**config.mk**
```make
export PLATFORM = sky130hd
export DESIGN_NAME = deadlock_detect_unit
export DESIGN_NICKNAME = d
export VERILOG_FILES = /design/src/rtl/deadlock_detect_unit.sv
export SDC_FILE = /design/constraint.sdc
export NUM_CORES = 1
export LEC_CHECK = 0
export ABC_CLOCK_PERIOD_IN_PS = 2400
export CORE_AREA = 2 2 39 41
export DETAILED_ROUTE_END_ITERATION = 7
export DIE_AREA = 0 0 41 43
export MAX_ROUTING_LAYER = met4
export PLACE_DENSITY = 0.58
export REMOVE_ABC_BUFFERS = 1
export SYNTH_ARGS = -nofsm -noshare
export SYNTH_HDL_FRONTEND = slang
export SYNTH_SLANG_ARGS = --single-unit
```
**constraint.sdc**
```tcl
create_clock -name dl_clock -period 2.4 [get_ports dl_clock]
set_input_delay 0.24 -clock dl_clock [delete_from_list [all_inputs] [get_ports dl_clock]]
set_output_delay 0.24 -clock dl_clock [all_outputs]
set_load 0.01 [all_outputs]
```
**src/rtl/deadlock_detect_unit.sv**
```systemverilog
// Per-process deadlock detector: propagates the transitive blocked-on set,
// flags loop membership and forwards the report token around a detected loop.
module deadlock_detect_unit #(
  parameter int unsigned PROC_NUM = 2,
  parameter int unsigned PROC_ID  = 0
) (
  input  logic                         dl_clock,
  input  logic                         dl_reset,
  input  logic [PROC_NUM-1:0]          proc_dep_vld_vec,
  input  logic [PROC_NUM-1:0]          in_chan_dep_vld_vec,
  input  logic [PROC_NUM*PROC_NUM-1:0] in_chan_dep_data_vec,
  output logic                         out_dep_vld,
  output logic [PROC_NUM-1:0]          out_dep_data,
  input  logic [PROC_NUM-1:0]          token_in_vec,
  output logic [PROC_NUM-1:0]          token_out_vec,
  input  logic                         dl_detect_in,
  input  logic                         origin,
  input  logic                         token_clear,
  output logic                         dl_detect_out
);

  typedef enum logic [1:0] {
    IDLE   = 2'd0,
    HOLD   = 2'd1,
    PASSED = 2'd2
  } state_t;

  state_t              state_q, state_d;
  logic [PROC_NUM-1:0] dep;
  logic [PROC_NUM-1:0] next_reach;
  logic [PROC_NUM-1:0] reach_q;
  logic                blocked;
  logic                in_loop_q;
  logic                is_origin_q, is_origin_d;
  logic                closed_q, closed_d;
  logic                close_pulse_q, close_pulse_d;
  logic [PROC_NUM-1:0] loop_sel, dep_sel;
  logic                found_loop, found_dep;
  logic [PROC_NUM-1:0] tok_out;

  // Self-dependence is meaningless, so the own bit is masked off.
  always_comb begin
    dep          = proc_dep_vld_vec;
    dep[PROC_ID] = 1'b0;
  end

  assign blocked = |dep;

  always_comb begin
    next_reach = dep;
    for (int unsigned j = 0; j < PROC_NUM; j++) begin
      if (dep[j] && in_chan_dep_vld_vec[j]) begin
        next_reach = next_reach | in_chan_dep_data_vec[j*PROC_NUM +: PROC_NUM];
      end
    end
  end

  always_ff @(posedge dl_clock) begin
    if (dl_reset) begin
      reach_q   <= '0;
      in_loop_q <= 1'b0;
    end else begin
      reach_q   <= blocked ? next_reach : '0;
      in_loop_q <= blocked & next_reach[PROC_ID];
    end
  end

  // Token target: prefer a neighbour whose set leads back here, else any dependence.
  always_comb begin
    loop_sel   = '0;
    dep_sel    = '0;
    found_loop = 1'b0;
    found_dep  = 1'b0;
    for (int unsigned j = 0; j < PROC_NUM; j++) begin
      if (!found_loop && dep[j] && in_chan_dep_data_vec[j*PROC_NUM + PROC_ID]) begin
        loop_sel[j] = 1'b1;
        found_loop  = 1'b1;
      end
      if (!found_dep && dep[j]) begin
        dep_sel[j] = 1'b1;
        found_dep  = 1'b1;
      end
    end
  end

  always_ff @(posedge dl_clock) begin
    if (dl_reset) begin
      state_q       <= IDLE;
      is_origin_q   <= 1'b0;
      closed_q      <= 1'b0;
      close_pulse_q <= 1'b0;
    end else begin
      state_q       <= state_d;
      is_origin_q   <= is_origin_d;
      closed_q      <= closed_d;
      close_pulse_q <= close_pulse_d;
    end
  end

  always_comb begin
    state_d       = state_q;
    is_origin_d   = is_origin_q;
    closed_d      = closed_q;
    close_pulse_d = 1'b0;
    tok_out       = '0;
    unique case (state_q)
      IDLE: begin
        is_origin_d = 1'b0;
        closed_d    = 1'b0;
        if (dl_detect_in && origin && in_loop_q) begin
          state_d     = HOLD;
          is_origin_d = 1'b1;
        end else if (dl_detect_in && (|token_in_vec) && blocked) begin
          state_d = HOLD;
        end
      end
      HOLD: begin
        tok_out = found_loop ? loop_sel : dep_sel;
        state_d = PASSED;
      end
      PASSED: begin
        // Only the origin reacts to a returning token, and only once per cycle trace.
        if (token_clear || !dl_detect_in) begin
          state_d = IDLE;
        end else if ((|token_in_vec) && is_origin_q && !closed_q) begin
          close_pulse_d = 1'b1;
          closed_d      = 1'b1;
        end
      end
      default: begin
        state_d = IDLE;
      end
    endcase
  end

  assign token_out_vec = tok_out;
  assign out_dep_data  = reach_q;
  assign out_dep_vld   = blocked & ~dl_reset;
  assign dl_detect_out = dl_detect_in
                         ? (((state_q == HOLD) && !is_origin_q) || close_pulse_q)
                         : in_loop_q;

endmodule

```
# Yosys cells after proc, flatten, opt, wreduce, memory -nomap -nowiden
# Cells that the tools add are included.
[totals] reg_bits=8 latchBits=0 memories=0 ramBits=0 input_bits=15 wordCells=54 mem_bits_ro=0
[classes] mul=0 n_reduce_logical=21 n_addsub=0 n_bitwise=6 n_div=0 n_shift=0 magnitude_cmp=0 eq_ne=6 n_mux=15
[ops] op="$mux 2" n=6
[ops] op="$logic_and 1x1->1" n=9
[ops] op="$mux 1" n=7
[ops] op="$ne 2x2->1 const B" n=3
[ops] op="$pmux 2 s3" n=1
[ops] op="$reduce_or 2->1" n=2
[ops] op="$logic_not 1->1" n=3
[ops] op="$ne 3x3->1 const B" n=1
[ops] op="$not 1->1" n=3
[ops] op="$reduce_and 3->1" n=1
[ops] op="$reduce_or 3->1" n=1
[ops] op="$and 1x1->1" n=2
[ops] op="$eq 2x1->1 const B" n=1
[ops] op="$eq 2x2->1 const B" n=1
[ops] op="$logic_not 2->1" n=1
[ops] op="$logic_or 1x1->1" n=2
[ops] op="$or 2x2->2" n=1
[ops] op="$pmux 1 s2" n=1
[ops] op="$reduce_and 2->1" n=1
[ops] op="$reduce_bool 2->1" n=1

# Depth between registers and ports, before layout
# Gate-level depths: netlist of the first run.
[logic_depth] ltp_word=6 ltp_mapped=3 ltp_nobuf=3

# Worst setup path after synthesis of the first run
# Ideal clock, no wire load.
[synth_path] kind="reg2out" startpoint="register state_q[0]" endpoint="output dl_detect_out" arrival_ns=0.834 t_required_ns=2.160 slack_ns=1.326 n_path_buf=0 path_stages_with_launch=4 cell_sequence="dfxtp_1 -> nor3b_1 -> nor2_1 -> a21oi_1"
[synth_between] elab_chain_cells=4
[synth_rtl] element="from (decl)" line_no="28" source="state_t state_q, state_d;"
[synth_rtl] element="from (signal assigned)" line_no="93" source="state_q <= state_d;"
[synth_rtl] element="$eq 2x1->1" line_no="140" source="? (((state_q == HOLD) && !is_origin_q) || close_pulse_q)"
[synth_rtl] element="$logic_and 1x1->1" line_no="140"
[synth_rtl] element="$logic_or 1x1->1" line_no="140"
[synth_rtl] element="$mux 1" line_no="140"
[synth_rtl] element="to (decl)" line_no="19" source="output logic dl_detect_out"
# No other way between the ends.

# Final worst setup path of the first run
# Ends and elaborated chain as after synthesis.

==> metrics.yaml, run 1 <==
multi_input_area_um2: 165
fmax_ghz: 0.538
dieArea_um2: 1760
htreeDepth: 1
io_buffers: 14
viasPerCell: 4.33
synth.top_cell.area_share_pct: 47.6
drive_gt1_share_pct: 14.0
cts_buffers: 3
synth_seq_cells: 8
final_common_cell: "clkdlybuf4s50_1"
power.density_nw_per_um2: 553
nets: 67
cp-endpoint: "dl_detect_out"
cp_num_cells: 4
grt_first_pass_wirelength_mm: 1.08
yosys.area.top_type: "dfxtp_1"
dr.pass1.iters: 5
synth_cells: 34
setup_viol: 0
clock_path_buffers: 2
grt_antenna_before_repair: 0
cp-start-kind: "register"
hold_path.class: "register to register"
initial_core_util_pct: 24.3
outcome: "complete, no violations"
cts.sinks: 8
fin_tns_setup_ns: 0
rr_startpoint: "state_q[0]"
fill_cells: 153
crit_required_ns: 2.16
rsz0062_at_grt: "false"
seq_area_um2: 160
core_area_um2: 1380
wirelength_um: 701
fin_ws_ns: 0.541
path_clk_slew_ns: 0.06
dr_total_vias: 286
cts_tree: "yes"
cts_setup_buffers: 0
gr-total-overflow: 0
die_width_um: 41
worst_ep_arrival_time_ns: 1.62
grt_max_degree: 8
peakVddDrop_uv: 164
grt_pass1_vias: 252
ys_types: 19
hold_buffers: 0
ctsResizeCount: 0
ant_nets: 0
hpwl_um: 547
yosysSeqAreaShare_pct: 47.6
diodes: 0
ys_warn_count: 0
worstSetupPathType: "register to primary output"
reg2reg_depth: 3
die_y_um: 43
place_ws_ns: 0.593
yosys-top-cells-area: "dfxtp_1, a21oi_1, nor2_1"
crit_start: "state_q[0]"
timing.rr.end: "close_pulse_q"
avgRoutedWirePerCell_um: 10.6
cp_slowest_cell: "clkdlybuf4s50_1"
drt_iter0_markers: 7
finalMaxSlewViolations: 0
syn_area_per_cell_um2: 9.90
syn_to_final_growth_pct: 52.0
cp-end-kind: "primary output"
place_congestion: 0.709
cp_cell_sequence: "nor3b_1 > nor2_1 > a21oi_1 > clkdlybuf4s50_1"
cts_root_buf: "clkbuf_4"
crit_path_max_incr_delay_ns: 0.54
p_total_w: 0.000283
cp_max_fo: 6
layout_min_cycle_time_ns: 1.86
most-common-layout-cells: "clkdlybuf4s50_1, dfxtp_1, nor2_1"
drcViolationCount: 0
min_path_cells: 1
period_share_pct: 77.4
grt_util_all_layers_pct: 9.18
rows: 14
path_buf_inv: 1
clock_latency_ns: 0.25
ioPinCount: 21
synth_area_um2: 337
final_hold_viol_count: 0
crit_family: "buffers and inverters"
r2r_setup_slack_ns: 1.32
finalClockSkew_ns: 0.00357
drv_cap: 0
p_leak_nw: 0.185
final cells by class:
| cell class | count | share of cell area [%] |
|---|---|---|
| clock buffer | 3 | 4.40 |
| multi-input combinational | 24 | 32.3 |
| timing repair buffer | 14 | 27.4 |
| tap | 16 | 3.91 |
| sequential | 8 | 31.3 |
| inverter | 1 | 0.733 |
kinds of logic (layout without fill, tap and decap cells):
logic type	Yosys count	count (layout)	share of synthesized area (%)
buf+inv	2	18	3.35
flops	8	8	47.6
other cells	1	1	1.11
mux	1	1	2.97
compound gates	7	7	14.9
simple gates	15	15	30.1
power by group:
part	total (W)	switching (W)	internal [W]
clock	0.000105	0.0000475	0.0000574
sequential	0.000139	0.00000266	0.000136
combinational	0.0000393	0.0000147	0.0000246
total	0.000283	0.0000648	0.000218
synth_stat cells (all sizes together):
cell type / count
o21ai: 2
conb: 1
mux2i: 1
nor4b: 1
a211oi: 1
o211ai: 1
a21oi: 3
nand3b: 1
buf: 1
inv: 1
dfxtp: 8
nand4: 1
and3b: 1
nand2: 1
nor3b: 2
nor2b: 2
and3: 2
nor2: 4
layer usage:
| metal | part of all wire (%) | GRT usage (%) | up-vias |
|---|---|---|---|
| li1 | - | - | 154 |
| met1 | 51 | 13.3 | 121 |
| met2 | 43 | 11.3 | 9 |
| met3 | 3.0 | 0 | 2 |
| met4 | 2.0 | 8.00 | 0 |
| met5 | 0 | - | - |
per-stage QoR:
| step | area, um^2 | instances | hold WS (ns) | util (%) |
|---|---|---|---|---|
| finish | 512 | 66 | 0.446 | 37.0 |
| floorplan | 329 | 33 | 0.305 | - |
| global route | 512 | 66 | 0.471 | 37.0 |
| detailed placement | 489 | 63 | 0.434 | 35.4 |
| CTS | 512 | 66 | 0.448 | 37.0 |
| global placement | 489 | 63 | 0.422 | 35.4 |
how the worst min path moves through the flow:
stage	start	to	slack (ns)
2_1_floorplan	dl_reset	closed_q	0.30
3_3_place_gp	closed_q	close_pulse_q	0.42
3_5_place_dp	closed_q	close_pulse_q	0.43
4_1_cts	closed_q	close_pulse_q	0.45
5_1_grt	closed_q	close_pulse_q	0.47
6_report	closed_q	close_pulse_q	0.45
registers in the layout, indices dropped and copies added, names as in the netlist:
signal / cells
closed_q: 1
is_origin_q: 1
in_loop_q: 1
close_pulse_q: 1
out_dep_data: 2
state_q: 2
(Power assumes the default switching activity.)
==> inputs of run 2 (changes only) <==
--- a/config.mk
+++ b/config.mk
@@ -5,12 +5,12 @@
 export SDC_FILE = /design/constraint.sdc
 export NUM_CORES = 1
 export LEC_CHECK = 0
-export ABC_CLOCK_PERIOD_IN_PS = 2400
+export ABC_CLOCK_PERIOD_IN_PS = 1600
 export CORE_AREA = 2 2 39 41
 export DETAILED_ROUTE_END_ITERATION = 7
 export DIE_AREA = 0 0 41 43
 export MAX_ROUTING_LAYER = met4
-export PLACE_DENSITY = 0.58
+export PLACE_DENSITY = 0.6
 export REMOVE_ABC_BUFFERS = 1
 export SYNTH_ARGS = -nofsm -noshare
 export SYNTH_HDL_FRONTEND = slang
==> constraint.sdc (replaced) <==
create_clock -name dl_clock -period 1.6 [get_ports dl_clock]
set_input_delay 0.16 -clock dl_clock [delete_from_list [all_inputs] [get_ports dl_clock]]
set_output_delay 0.16 -clock dl_clock [all_outputs]
set_load 0.01 [all_outputs]
==> run 2 against run 1 <==
Compared with the run above: clock-buffer cell count stayed put; setup slack worse by 0.48 ns; flip-flop and latch count stayed put; sequential share of layout area is 1.9 points lower; power is 51% higher; critical path depth is 1 lower; clock skew is 0.0020 ns higher; global-route usage is 0.51 points higher; first-iteration DRC count is 43% higher.
==> metrics.yaml, run 2 (same netlist as run 1, synthesis figures left out) <==
core_area_um2: 1380
drt_iter0_markers: 10
cts_setup_buffers: 0
outcome: "complete, no violations"
drive_gt1_share_pct: 22.2
timing.rr.end: "closed_q"
drcViolationCount: 0
reg2reg_depth: 4
clkPwrFrac_pct: 35.8
cts_buffers: 3
power_frac_seq_pct: 48.6
hold_buffers: 0
syn_to_final_growth_pct: 62.1
grt_max_degree: 7
rows: 14
initial_core_util_pct: 24.3
most-common-layout-cells: "clkdlybuf4s50_1, dfxtp_1, nor2_1, buf_4"
ant_nets: 0
avgRoutedWirePerCell_um: 10.0
crit_required_ns: 1.44
setup_viol: 0
final_util_pct: 39.4
wirelength_um: 700
htreeDepth: 1
rr_startpoint: "state_q[0]"
fmax_ghz: 0.652
grt_util_all_layers_pct: 9.68
final_common_cell: "clkdlybuf4s50_1"
dp.cells: 67
grt_antenna_before_repair: 0
layout_min_cycle_time_ns: 1.53
switchingPower_w: 0.0000940
hold_path.class: "register to register"
grt_pass1_vias: 270
path_clk_slew_ns: 0.05
worstSetupPathType: "primary input to primary output"
hpwl_um: 573
drv_cap: 0
r2r_setup_slack_ns: 0.48
cp-start-kind: "primary input"
grt_first_pass_wirelength_mm: 1.10
io_buffers: 14
clock_latency_ns: 0.25
die_width_um: 41
final_hold_viol_count: 0
power.density_nw_per_um2: 780
ioPinCount: 21
cts_tree: "yes"
ctsResizeCount: 1
cts_root_buf: "clkbuf_4"
p_leak_nw: 0.226
nets: 71
comb_power_share_pct: 15.6
min_path_cells: 1
clock_path_buffers: 2
cp_max_fo: 3
intPower_w: 0.000332
peakVddDrop_uv: 305
holdWs_ns: 0.426
worst_ep_arrival_time_ns: 1.37
dr_total_vias: 302
finalClockSkew_ns: 0.00553
gr-total-overflow: 0
cp-end-kind: "primary output"
diodes: 0
die_y_um: 43
fill_cells: 144
viasPerCell: 4.31
place_congestion: 0.688
swShare_pct: 22.1
dieArea_um2: 1760
hold_path.startpoint: "closed_q"
period_share_pct: 95.9
stdcell_count: 70
dr.pass1.iters: 2
holdPathEnd: "close_pulse_q"
cts.sinks: 8
finalMaxSlewViolations: 0
## run 2: critical path, stage by stage
cell	delay, ns
clkdlybuf4s50_1	0.50
nor2b_2	0.18
clkdlybuf4s50_1	0.54
## run 2: power groups by stage
stage,combinational [W],sequential (W),clock [W]
after floorplan,0.0000172,0.000212,0
final,0.0000663,0.000207,0.000152
after global placement,0.0000670,0.000211,0
after global routing,0.0000727,0.000207,0.000171
after detailed placement,0.0000676,0.000211,0
after CTS,0.0000666,0.000207,0.000164
## run 2: final cells by class
cell class | instances | area [um^2] | area share, %
flip-flops and latches | 8 | 160 | 29.4
well taps | 16 | 20.0 | 3.67
repair buffers | 18 | 171 | 31.4
clock buffers | 3 | 22.5 | 4.13
multi-input cells | 24 | 168 | 30.7
inverters | 1 | 3.75 | 0.688
## run 2: how the worst max path moves through the flow
stage                                    from       endpoint  depth (start not counted)
final                     proc_dep_vld_vec[1]    out_dep_vld                          3
after global routing      proc_dep_vld_vec[1]    out_dep_vld                          3
after CTS                 proc_dep_vld_vec[1]    out_dep_vld                          3
after detailed placement  proc_dep_vld_vec[1]    out_dep_vld                          3
after global placement    proc_dep_vld_vec[1]    out_dep_vld                          3
after floorplan                    state_q[0]  dl_detect_out                          3
## run 2: per-layer routing
layer  global-route usage [%]  vias to the layer above  share of wire [%]
li1                         -                      161                  -
met5                        -                        -                  0
met4                     2.00                        0                  0
met2                     13.1                        8                 47
met1                     11.9                      133                 47
met3                     6.28                        0                5.7
## run 2: stage by stage
step	area, um^2	power (W)	worst slack, ns	TNS (ns)
2_1_floorplan	329	0.000230	0.606	0
3_3_place_gp	519	0.000278	0.00877	0
3_5_place_dp	519	0.000279	0.0119	0
4_1_cts	541	0.000438	0.00921	0
5_1_grt	546	0.000451	-0.00226	-0.00226
6_report	546	0.000426	0.0656	0
